--- src/rtl/fsm_updown_counter_n.sv ---
// Modulo-MOD up/down counter FSM with enable, clamped synchronous load, wrap/saturate modes and a terminal-count pulse.
// Optional FSM_CNT_GRAY_OUT_EN adds a registered Gray-coded copy of z (z_gray); MOD must then be a power of two.
module fsm_updown_counter_n #(
  parameter int WIDTH   = 4,
  parameter int MOD     = 16,
  parameter int RST_VAL = 0
) (
  input  logic             clk,
  input  logic             reset,
  input  logic             en,
  input  logic             dir,
  input  logic             sat_mode,
  input  logic             load,
  input  logic [WIDTH-1:0] load_val,
  output logic [WIDTH-1:0] z,
  output logic             tc,
  output logic             sat,
`ifdef FSM_CNT_GRAY_OUT_EN
  output logic [WIDTH-1:0] z_gray,
`endif
  output logic [1:0]       fsm_state
);

  typedef enum logic [1:0] {
    IDLE = 2'b00,
    UP   = 2'b01,
    DOWN = 2'b10,
    SAT  = 2'b11
  } state_t;

  // Top limit held at WIDTH+1 bits so MOD == 2**WIDTH still compares correctly
  localparam logic [WIDTH:0]   LIM   = (WIDTH+1)'(MOD - 1);
  localparam logic [WIDTH-1:0] RST_Z = WIDTH'(RST_VAL);

  if (WIDTH < 2 || WIDTH > 16) begin : g_bad_width
    $error("fsm_updown_counter_n: WIDTH must be in 2..16");
  end
  if (MOD < 2 || MOD > (1 << WIDTH)) begin : g_bad_mod
    $error("fsm_updown_counter_n: MOD must be in 2..2**WIDTH");
  end
  if (RST_VAL < 0 || RST_VAL >= MOD) begin : g_bad_rst
    $error("fsm_updown_counter_n: RST_VAL must be below MOD");
  end
`ifdef FSM_CNT_GRAY_OUT_EN
  if ((MOD & (MOD - 1)) != 0) begin : g_bad_gray
    $error("fsm_updown_counter_n: Gray output needs MOD to be a power of two");
  end
`endif

  function automatic logic [WIDTH-1:0] clamp_load(input logic [WIDTH-1:0] v);
    clamp_load = ({1'b0, v} > LIM) ? LIM[WIDTH-1:0] : v;
  endfunction

  function automatic logic [WIDTH-1:0] to_gray(input logic [WIDTH-1:0] b);
    to_gray = b ^ (b >> 1);
  endfunction

  state_t           state, state_next;
  logic [WIDTH-1:0] z_next;
  logic             tc_next, sat_next;
  logic             at_top, at_bot;

  assign at_top    = ({1'b0, z} == LIM);
  assign at_bot    = (z == '0);
  assign fsm_state = state;

  always_ff @(posedge clk or negedge reset) begin
    if (!reset) begin
      state  <= IDLE;
      z      <= RST_Z;
      tc     <= 1'b0;
      sat    <= 1'b0;
`ifdef FSM_CNT_GRAY_OUT_EN
      z_gray <= to_gray(RST_Z);
`endif
    end else begin
      state  <= state_next;
      z      <= z_next;
      tc     <= tc_next;
      sat    <= sat_next;
`ifdef FSM_CNT_GRAY_OUT_EN
      z_gray <= to_gray(z_next);
`endif
    end
  end

  always_comb begin
    state_next = IDLE;
    if (!load && en) begin
      if (!dir) state_next = (at_top && sat_mode) ? SAT : UP;
      else      state_next = (at_bot && sat_mode) ? SAT : DOWN;
    end
  end

  always_comb begin
    z_next   = z;
    tc_next  = 1'b0;
    sat_next = 1'b0;
    if (load) begin
      z_next = clamp_load(load_val);
    end else if (en) begin
      if (!dir) begin
        if (!at_top) begin
          z_next = z + WIDTH'(1);
        end else if (!sat_mode) begin
          z_next  = '0;
          tc_next = 1'b1;
        end else begin
          sat_next = 1'b1;
          tc_next  = (state != SAT);
        end
      end else begin
        if (!at_bot) begin
          z_next = z - WIDTH'(1);
        end else if (!sat_mode) begin
          z_next  = LIM[WIDTH-1:0];
          tc_next = 1'b1;
        end else begin
          sat_next = 1'b1;
          tc_next  = (state != SAT);
        end
      end
    end else begin
      // Idling out of SAT keeps the flag visible; any other idle clears it
      sat_next = (state == SAT) ? sat : 1'b0;
    end
  end

endmodule

--- config.mk ---
export PLATFORM = sky130hd
export DESIGN_NAME = fsm_updown_counter_n
export DESIGN_NICKNAME = d
export VERILOG_FILES = /design/src/rtl/fsm_updown_counter_n.sv
export SDC_FILE = /design/constraint.sdc
export NUM_CORES = 1
export LEC_CHECK = 0
export CAP_MARGIN = 20
export CORE_AREA = 2 2 39 41
export DETAILED_ROUTE_END_ITERATION = 10
export DIE_AREA = 0 0 41 43
export GPL_TIMING_DRIVEN = 0
export PLACE_DENSITY = 0.71
export SLEW_MARGIN = 0
export SYNTH_ARGS = -nofsm -noshare
export SYNTH_HDL_FRONTEND = slang
export SYNTH_SLANG_ARGS = --single-unit
--- constraint.sdc ---
create_clock -name clk -period 3.35 [get_ports clk]
set_clock_uncertainty 0.15 [all_clocks]
set_input_delay 1.005 -clock clk [delete_from_list [all_inputs] [get_ports clk]]
set_output_delay 1.005 -clock clk [all_outputs]
set_load 0.02 [all_outputs]
; Word-level counts from Yosys, hierarchy flattened
; Cells that the tools add are included.
[classes]
add_sub_neg = 2
n_eq_ne = 6
reduce_logical = 7
muxes = 24
[op_table]
columns = op, n
row1 = 4-bit two-way mux, 7
row2 = 1-bit two-way mux, 14
row3 = 4-bit != test (second input constant), 2
row4 = 2-bit two-way mux, 3
row5 = 4-bit by 1-bit adder with 4-bit output (second input constant), 1
row6 = 4-bit equality test (second input constant), 1
row7 = 4-bit zero test, 1
row8 = 4-bit by 1-bit subtractor with 4-bit output (second input constant), 1
row9 = 1-bit logical AND, 3
row10 = 3-bit != test (second input constant), 1
row11 = 3-bit AND reduction, 1
row12 = 2-bit equality test (second input constant), 1
row13 = 2-bit != test (second input constant), 1
row14 = 2-bit nonzero test, 1
row15 = 1-bit zero test, 1
[totals]
word_cells = 43
in_bits = 10
register_bits = 8
output_inout_bits = 8

; Logic depth before layout (Yosys ltp)
; Gate-level depths: netlist of run 1.
[logic_depth]
depth_word = 6
depth_mapped = 6
depth_no_buf = 6

; Worst setup path after synthesis of run 1
; No wires, ideal clock.
[synth_path]
path_kind = input-to-reg
start = in dir
end = reg z[0]
t_required_ns = 3.072
t_arrival_ns = 1.884
n_path_buf = 1
setup_time_ns = 0.128
path_slack_ns = 1.188
cell_stages = 5
path_cell_list = buf_4 nand4b_4 a21bo_2 a21o_1 mux2i_1
[synth_via]
elab_chain_len = 3
word_cells_on_any_way = 6
cone_classes = eq/ne (2) / mux (3) / reduce/logical (1)
[synth_rtl]
columns = item, line
row1 = start: declaration, 11  ; input logic dir,
row2 = 4-bit two-way mux, 102  ; if (!dir) begin
row3 = 4-bit two-way mux, 101  ; end else if (en) begin
row4 = 4-bit two-way mux, 99  ; if (load) begin
row5 = end signal: assignment, 78  ; z <= z_next;
row6 = end: declaration, 15  ; output logic [WIDTH-1:0] z,
; Parallel ways exist; a longest one is shown, timed or not. The select of a mux whose other input is x is not followed.
; A chain may end at the register's enable or synchronous reset.

; Worst setup path in the final report of run 1
[layout_path]
start = reg z[3]
end = out z[3]
; No word-level cell between the ends.

==> flow_metrics.py, run 1 <==
metrics = {
    "grt": {
        "antenna_found_initial": 0,
        "grt_max_degree": 11,
        "grt_overflow": 0,
        "grt_first_pass_wirelength_um": 2090,
        "grt_pass1_vias": 477,
        "grt_usage_pct": 18.0,
    },
    "place": {
        "dp_cells": 89,
        "placed_cell_area_um2": 739,
        "port_buffers": 16,
        "hpwl_um": 938,
        "globalplace.congestion": 0.845,
    },
    "worst_setup_path": {
        "start_kind": "register",
        "rrSetupSlack_ps": 1490,
        "cp_num_buf_inv": 1,
        "crit_path_end_kind": "output port",
        "path_delay_family": "buffers and inverters",
        "critPathMaxStageDelay_ps": 670,
        "slowest_stage": "clkdlybuf4s50_1",
        "crit_path_cell_trace": "clkdlybuf4s50_1",
        "crit_required_ps": 2190,
        "arrival_ps": 1450,
        "crit_type": "reg2out",
        "cp_max_fo": 9,
    },
    "drt": {
        "drt_first_iter_violations": 12,
        "drt-total-wl_um": 1230,
        "viasPerCell": 5.75,
        "via_count": 529,
        "antenna_left": 0,
        "avgRoutedWirePerCell_um": 13.4,
        "dr.pass1.iters": 4,
        "drc": 0,
    },
    "layout": {
        "layout-drive-gt1-share_pct": 13.2,
        "layout_commonest_cell": "clkdlybuf4s50_1",
        "diodes": 0,
        "syn_to_final_growth_pct": 36.2,
        "nets": 90,
        "final_cell_mix": "clkdlybuf4s50_1 (16), dfrtp_1 (8), a21oi_1 (5)",
        "design_area_um2": 762,
        "stdcell_count": 92,
    },
    "timing": {
        "rsz0062_at_grt": "no",
        "worstMarginPinSlew_ps": 405,
        "fin_setup_tns_ps": 0,
        "drv_slew": 0,
        "period_minus_slack_ps": 2600,
        "post-route-period-util_pct": 77.7,
        "finalHoldViolations": 0,
        "relSlewSlack_pct": 73.0,
        "timing.fmax_mhz": 384,
        "setup_viol_count_final": 0,
    },
    "job": {
        "cap_violations": 0,
    },
    "synthesis": {
        "synth.avg_cell_area_um2": 9.81,
        "synth_seq_cells": 8,
        "syn-num-nets": 69,
        "synthCells": 57,
        "ys.flop_type": "dfrtp_1",
        "netlist_area_um2": 559,
        "synth_warnings": 0,
        "synth-edff-count": 0,
        "synth-seq-area-share_pct": 35.8,
        "ys_types": 31,
        "async_reset_ff_share_pct": 100,
    },
    "floorplanning": {
        "io_pins": 18,
        "initial_core_util_pct": 40.4,
        "die_y_um": 43,
        "coreArea_um2": 1380,
        "rows": 14,
        "die-area_um2": 1760,
        "die_width_um": 41,
    },
    "pwr": {
        "leakagePower_uw": 0.000331,
        "peakVddDrop_mv": 0.316,
        "p_per_area_nw_per_um2": 472,
    },
    "clock_network": {
        "cts_tree": "done",
        "cts.clk_slew.worst_paths_ps": 60,
        "cts_hold_buf": 0,
        "insertion_delay_ps": 260,
        "cts_max_path_buffers": 2,
        "numCtsBuffers": 3,
        "post_cts_resize_count": 0,
        "h-tree-depth": 1,
        "root_buffer": "clkbuf_4",
        "clock-sinks": 8,
        "postCtsSetupRepairBufs": 0,
    },
    "min_path": {
        "min_path_type": "reg2reg",
    },
    "outcome": {
        "outcome": "completed",
    },
}
synthesized netlist by cell type, types with 2 or more instances:
| master | number | area share, % |
|---|---|---|
| dfrtp_1 | 8 | 36 |
| a21oi_1 | 5 | 4.5 |
| inv_1 | 4 | 2.7 |
| nor2_1 | 4 | 2.7 |
| a31oi_1 | 2 | 2.2 |
| a41oi_1 | 2 | 3.1 |
| ha_1 | 2 | 4.5 |
| mux2_2 | 2 | 4.0 |
| mux2i_1 | 2 | 3.6 |
| nand2_1 | 2 | 1.3 |
| nand3_1 | 2 | 1.8 |
| nand4_1 | 2 | 2.2 |
| o21ai_0 | 2 | 1.8 |
area by class of cell:
cell class	instances	area, um2
plain buffers	3	22.5
clock buffers	3	22.5
fillers	123	622
inverters	4	15.0
multi-input cells	42	322
flip-flops and latches	8	200
well taps	16	20.0
repair buffers	16	160
flip-flops by register name, summed over array words and instances (netlist names):
signal,flops
z,4
fsm_state,2
sat,1
tc,1
through the flow:
stage,hold slack [ps],power (uW),util [%],worst slack (ps)
5_1_grt,454,383,55.1,700
4_1_cts,437,364,55.1,742
3_5_place_dp,439,287,53.4,825
3_3_place_gp,434,284,53.4,809
6_report,426,360,55.1,749
2_1_floorplan,543,229,-,1190
per-layer routing:
layer	GRT usage [%]	wire, um	vias to the layer above
met1	23.4	494	246
met5	0	0	-
met2	25.0	615	21
met4	14.0	44	0
met3	3.14	76	4
li1	-	-	258
kinds of logic (layout without fill, tap and decap cells):
family	Yosys count	in the layout	share of synthesized area [%]
DFF	8	8	35.8
AOI/OAI and AO/OA	20	20	25.5
xor gates and xnor gates	1	1	1.57
and+or+nand+nor	15	15	18.3
buffers and inverters	7	26	6.71
muxes	4	4	7.61
adders and majority gates	2	2	4.47
path summary, 6_finish.rpt:
kind / from / cells after the start / end
min reg2reg: fsm_state[0]$_DFF_PN0_ / 2 / tc$_DFF_PN0_
min: fsm_state[0]$_DFF_PN0_ / 2 / tc$_DFF_PN0_
max in group asynchronous: reset / 1 / z[2]$_DFFE_PN0P_
max: z[3]$_DFFE_PN0P_ / 1 / z[3]
max reg2reg: z[0]$_DFFE_PN0P_ / 5 / z[3]$_DFFE_PN0P_
min in group asynchronous: reset / 1 / tc$_DFF_PN0_
power breakdown:
part	internal, uW	switching (uW)	total (uW)
Combinational	77.1	75.8	153
Clock	41.1	34.5	75.6
Sequential	109	22.0	131
Total	227	132	360
No activity file was read; power rests on OpenSTA's default activity.
==> run 2, diff against run 1 <==
Settings changed: CORE_AREA 2 2 39 41 to not set, CORE_MARGIN set to 1, CORE_UTILIZATION set to 43, DIE_AREA 0 0 41 43 to not set, PLACE_DENSITY 0.71 to 0.72.
Clock period 3.35 ns to 2.6 ns, I/O delays scaled along.
==> run 2 against run 1 <==
  * Non-clock buffer count unchanged
  * Power increased by 30%
  * Register-to-register slack lost 750 ps
  * Via count is 0.19% lower
  * Clock power grew 32%
  * Design area decreased by 0.33%
  * Routed wire length up 0.98%
  * Combinational power grew 29%
  * Sequential share of layout area is 0.087 points higher
  * Critical path type unchanged
  * Critical endpoint unchanged
  * Largest power group unchanged
==> flow_metrics.py, run 2 (synthesized netlist as in run 1, its figures left out) <==
metrics = {
    "place": {
        "hpwl_um": 905,
        "globalplace.congestion": 0.825,
        "dp_slack_ps": 284,
        "port_buffers": 16,
        "placed_cell_area_um2": 737,
    },
    "floorplanning": {
        "die_width_um": 38.1,
        "rows": 12,
        "die_y_um": 38.1,
        "coreArea_um2": 1160,
        "io_pins": 18,
        "initial_core_util_pct": 48.4,
        "die-area_um2": 1450,
    },
    "worst_setup_path": {
        "reg2reg_from": "z[0]$_DFFE_PN0P_",
        "start_kind": "register",
        "path_delay_family": "buffers and inverters",
        "slowest_stage": "clkdlybuf4s50_1",
        "crit_type": "reg2out",
        "critPathMaxStageDelay_ps": 670,
        "r2r.worst_path.cells": 6,
        "cp_num_buf_inv": 1,
        "crit_required_ps": 1670,
        "crit_path_cell_trace": "clkdlybuf4s50_1",
        "reg2reg_to": "z[3]$_DFFE_PN0P_",
        "arrival_ps": 1450,
        "crit_path_end_kind": "output port",
        "cp.depth": 1,
        "rrSetupSlack_ps": 740,
        "cp_max_fo": 9,
    },
    "clock_network": {
        "insertion_delay_ps": 260,
        "cts_max_path_buffers": 2,
        "cts_hold_buf": 0,
        "cts_tree": "done",
        "root_buffer": "clkbuf_4",
        "h-tree-depth": 1,
        "clock-sinks": 8,
        "post_cts_resize_count": 0,
        "postCtsSetupRepairBufs": 0,
        "numCtsBuffers": 3,
        "cts.clk_slew.worst_paths_ps": 50,
    },
    "layout": {
        "seq_area_um2": 200,
        "num-fill-cells": 94,
        "syn_to_final_growth_pct": 35.8,
        "largest-register": "z",
        "nets": 90,
        "largest_reg_flops": 4,
        "design_area_um2": 759,
        "diodes": 0,
        "multi_input_area_um2": 322,
        "final_util_pct": 65.7,
        "layout-drive-gt1-share_pct": 13.2,
        "final_cell_mix": "clkdlybuf4s50_1 (16), dfrtp_1 (8), a21oi_1 (5)",
        "layout_commonest_cell": "clkdlybuf4s50_1",
    },
    "min_path": {
        "min_from": "fsm_state[1]$_DFF_PN0_",
        "min_path_cells": 2,
        "min_path_type": "reg2reg",
        "min_to": "tc$_DFF_PN0_",
    },
    "grt": {
        "grt_pass1_vias": 440,
        "grt_max_degree": 11,
        "grt_first_pass_wirelength_um": 2000,
        "antenna_found_initial": 0,
        "grt_overflow": 0,
        "grt_usage_pct": 20.8,
    },
    "timing": {
        "fin_ws_ps": 223,
        "rsz0062_at_grt": "no",
        "worstMarginPinSlew_ps": 423,
        "period_minus_slack_ps": 2380,
        "timing.fmax_mhz": 421,
        "drv_slew": 0,
        "worst_hold_slack_ps": 436,
        "fin_setup_tns_ps": 0,
        "relSlewSlack_pct": 71.8,
        "finalHoldViolations": 0,
        "setup_viol_count_final": 0,
        "post-route-period-util_pct": 91.4,
    },
    "pwr": {
        "peakVddDrop_mv": 0.312,
        "leakagePower_uw": 0.000331,
        "p_per_area_nw_per_um2": 614,
    },
    "drt": {
        "dr.pass1.iters": 4,
        "drt_first_iter_violations": 14,
        "antenna_left": 0,
        "drc": 0,
        "viasPerCell": 5.87,
        "avgRoutedWirePerCell_um": 13.8,
        "drt-total-wl_um": 1240,
        "via_count": 528,
    },
    "job": {
        "cap_violations": 0,
    },
    "outcome": {
        "outcome": "completed",
    },
}
==> run 2: cell counts in the layout (fill, tap and decap cells not counted) <==
No cell type changed its count.
==> run 2: worst register-to-register path: stages (launching register included) <==
cell and delay [ps]:
dfrtp_1 470, inv_1 110, ha_1 240, nand4bb_1 150, a21bo_2 260, a21o_1 230
a31oi_1 170
==> run 2: worst max-delay path by stage <==
stage,startpoint,to,slack (ps)
after floorplan,dir,z[0]$_DFFE_PN0P_,660
after global placement,load,z[0]$_DFFE_PN0P_,300
after detailed placement,load,z[0]$_DFFE_PN0P_,280
after CTS,z[3]$_DFFE_PN0P_,z[3],210
after global routing,z[3]$_DFFE_PN0P_,z[3],170
final,z[3]$_DFFE_PN0P_,z[3],220
==> run 2: area by class of cell <==
cell class	instances	share of cell area (%)
Multi-Input combinational cell	42	42.3
Sequential cell	8	26.4
Timing Repair Buffer	16	21.1
Clock buffer	3	2.97
Buffer	3	2.97
Tap cell	14	2.31
Inverter	4	1.98
==> run 2: per-layer routing <==
metal  track usage, %  wire length [um]  part of all wire [%]
met1             29.2               559                    45
met2             29.2               603                    49
met3             8.72                75                   6.0
met4             5.36                 4                  0.32
met5                0                 0                     0
==> run 2: per-stage QoR <==
step	std cells	total power (uW)
final	90	467
after floorplan	57	295
after global placement	87	365
after detailed placement	87	368
after global routing	90	497
after CTS	90	469
==> run 2: report_power, final <==
part | internal (uW) | switching [uW]
clock | 53.2 | 47.3
combinational | 99.5 | 98.5
sequential | 140 | 28.0
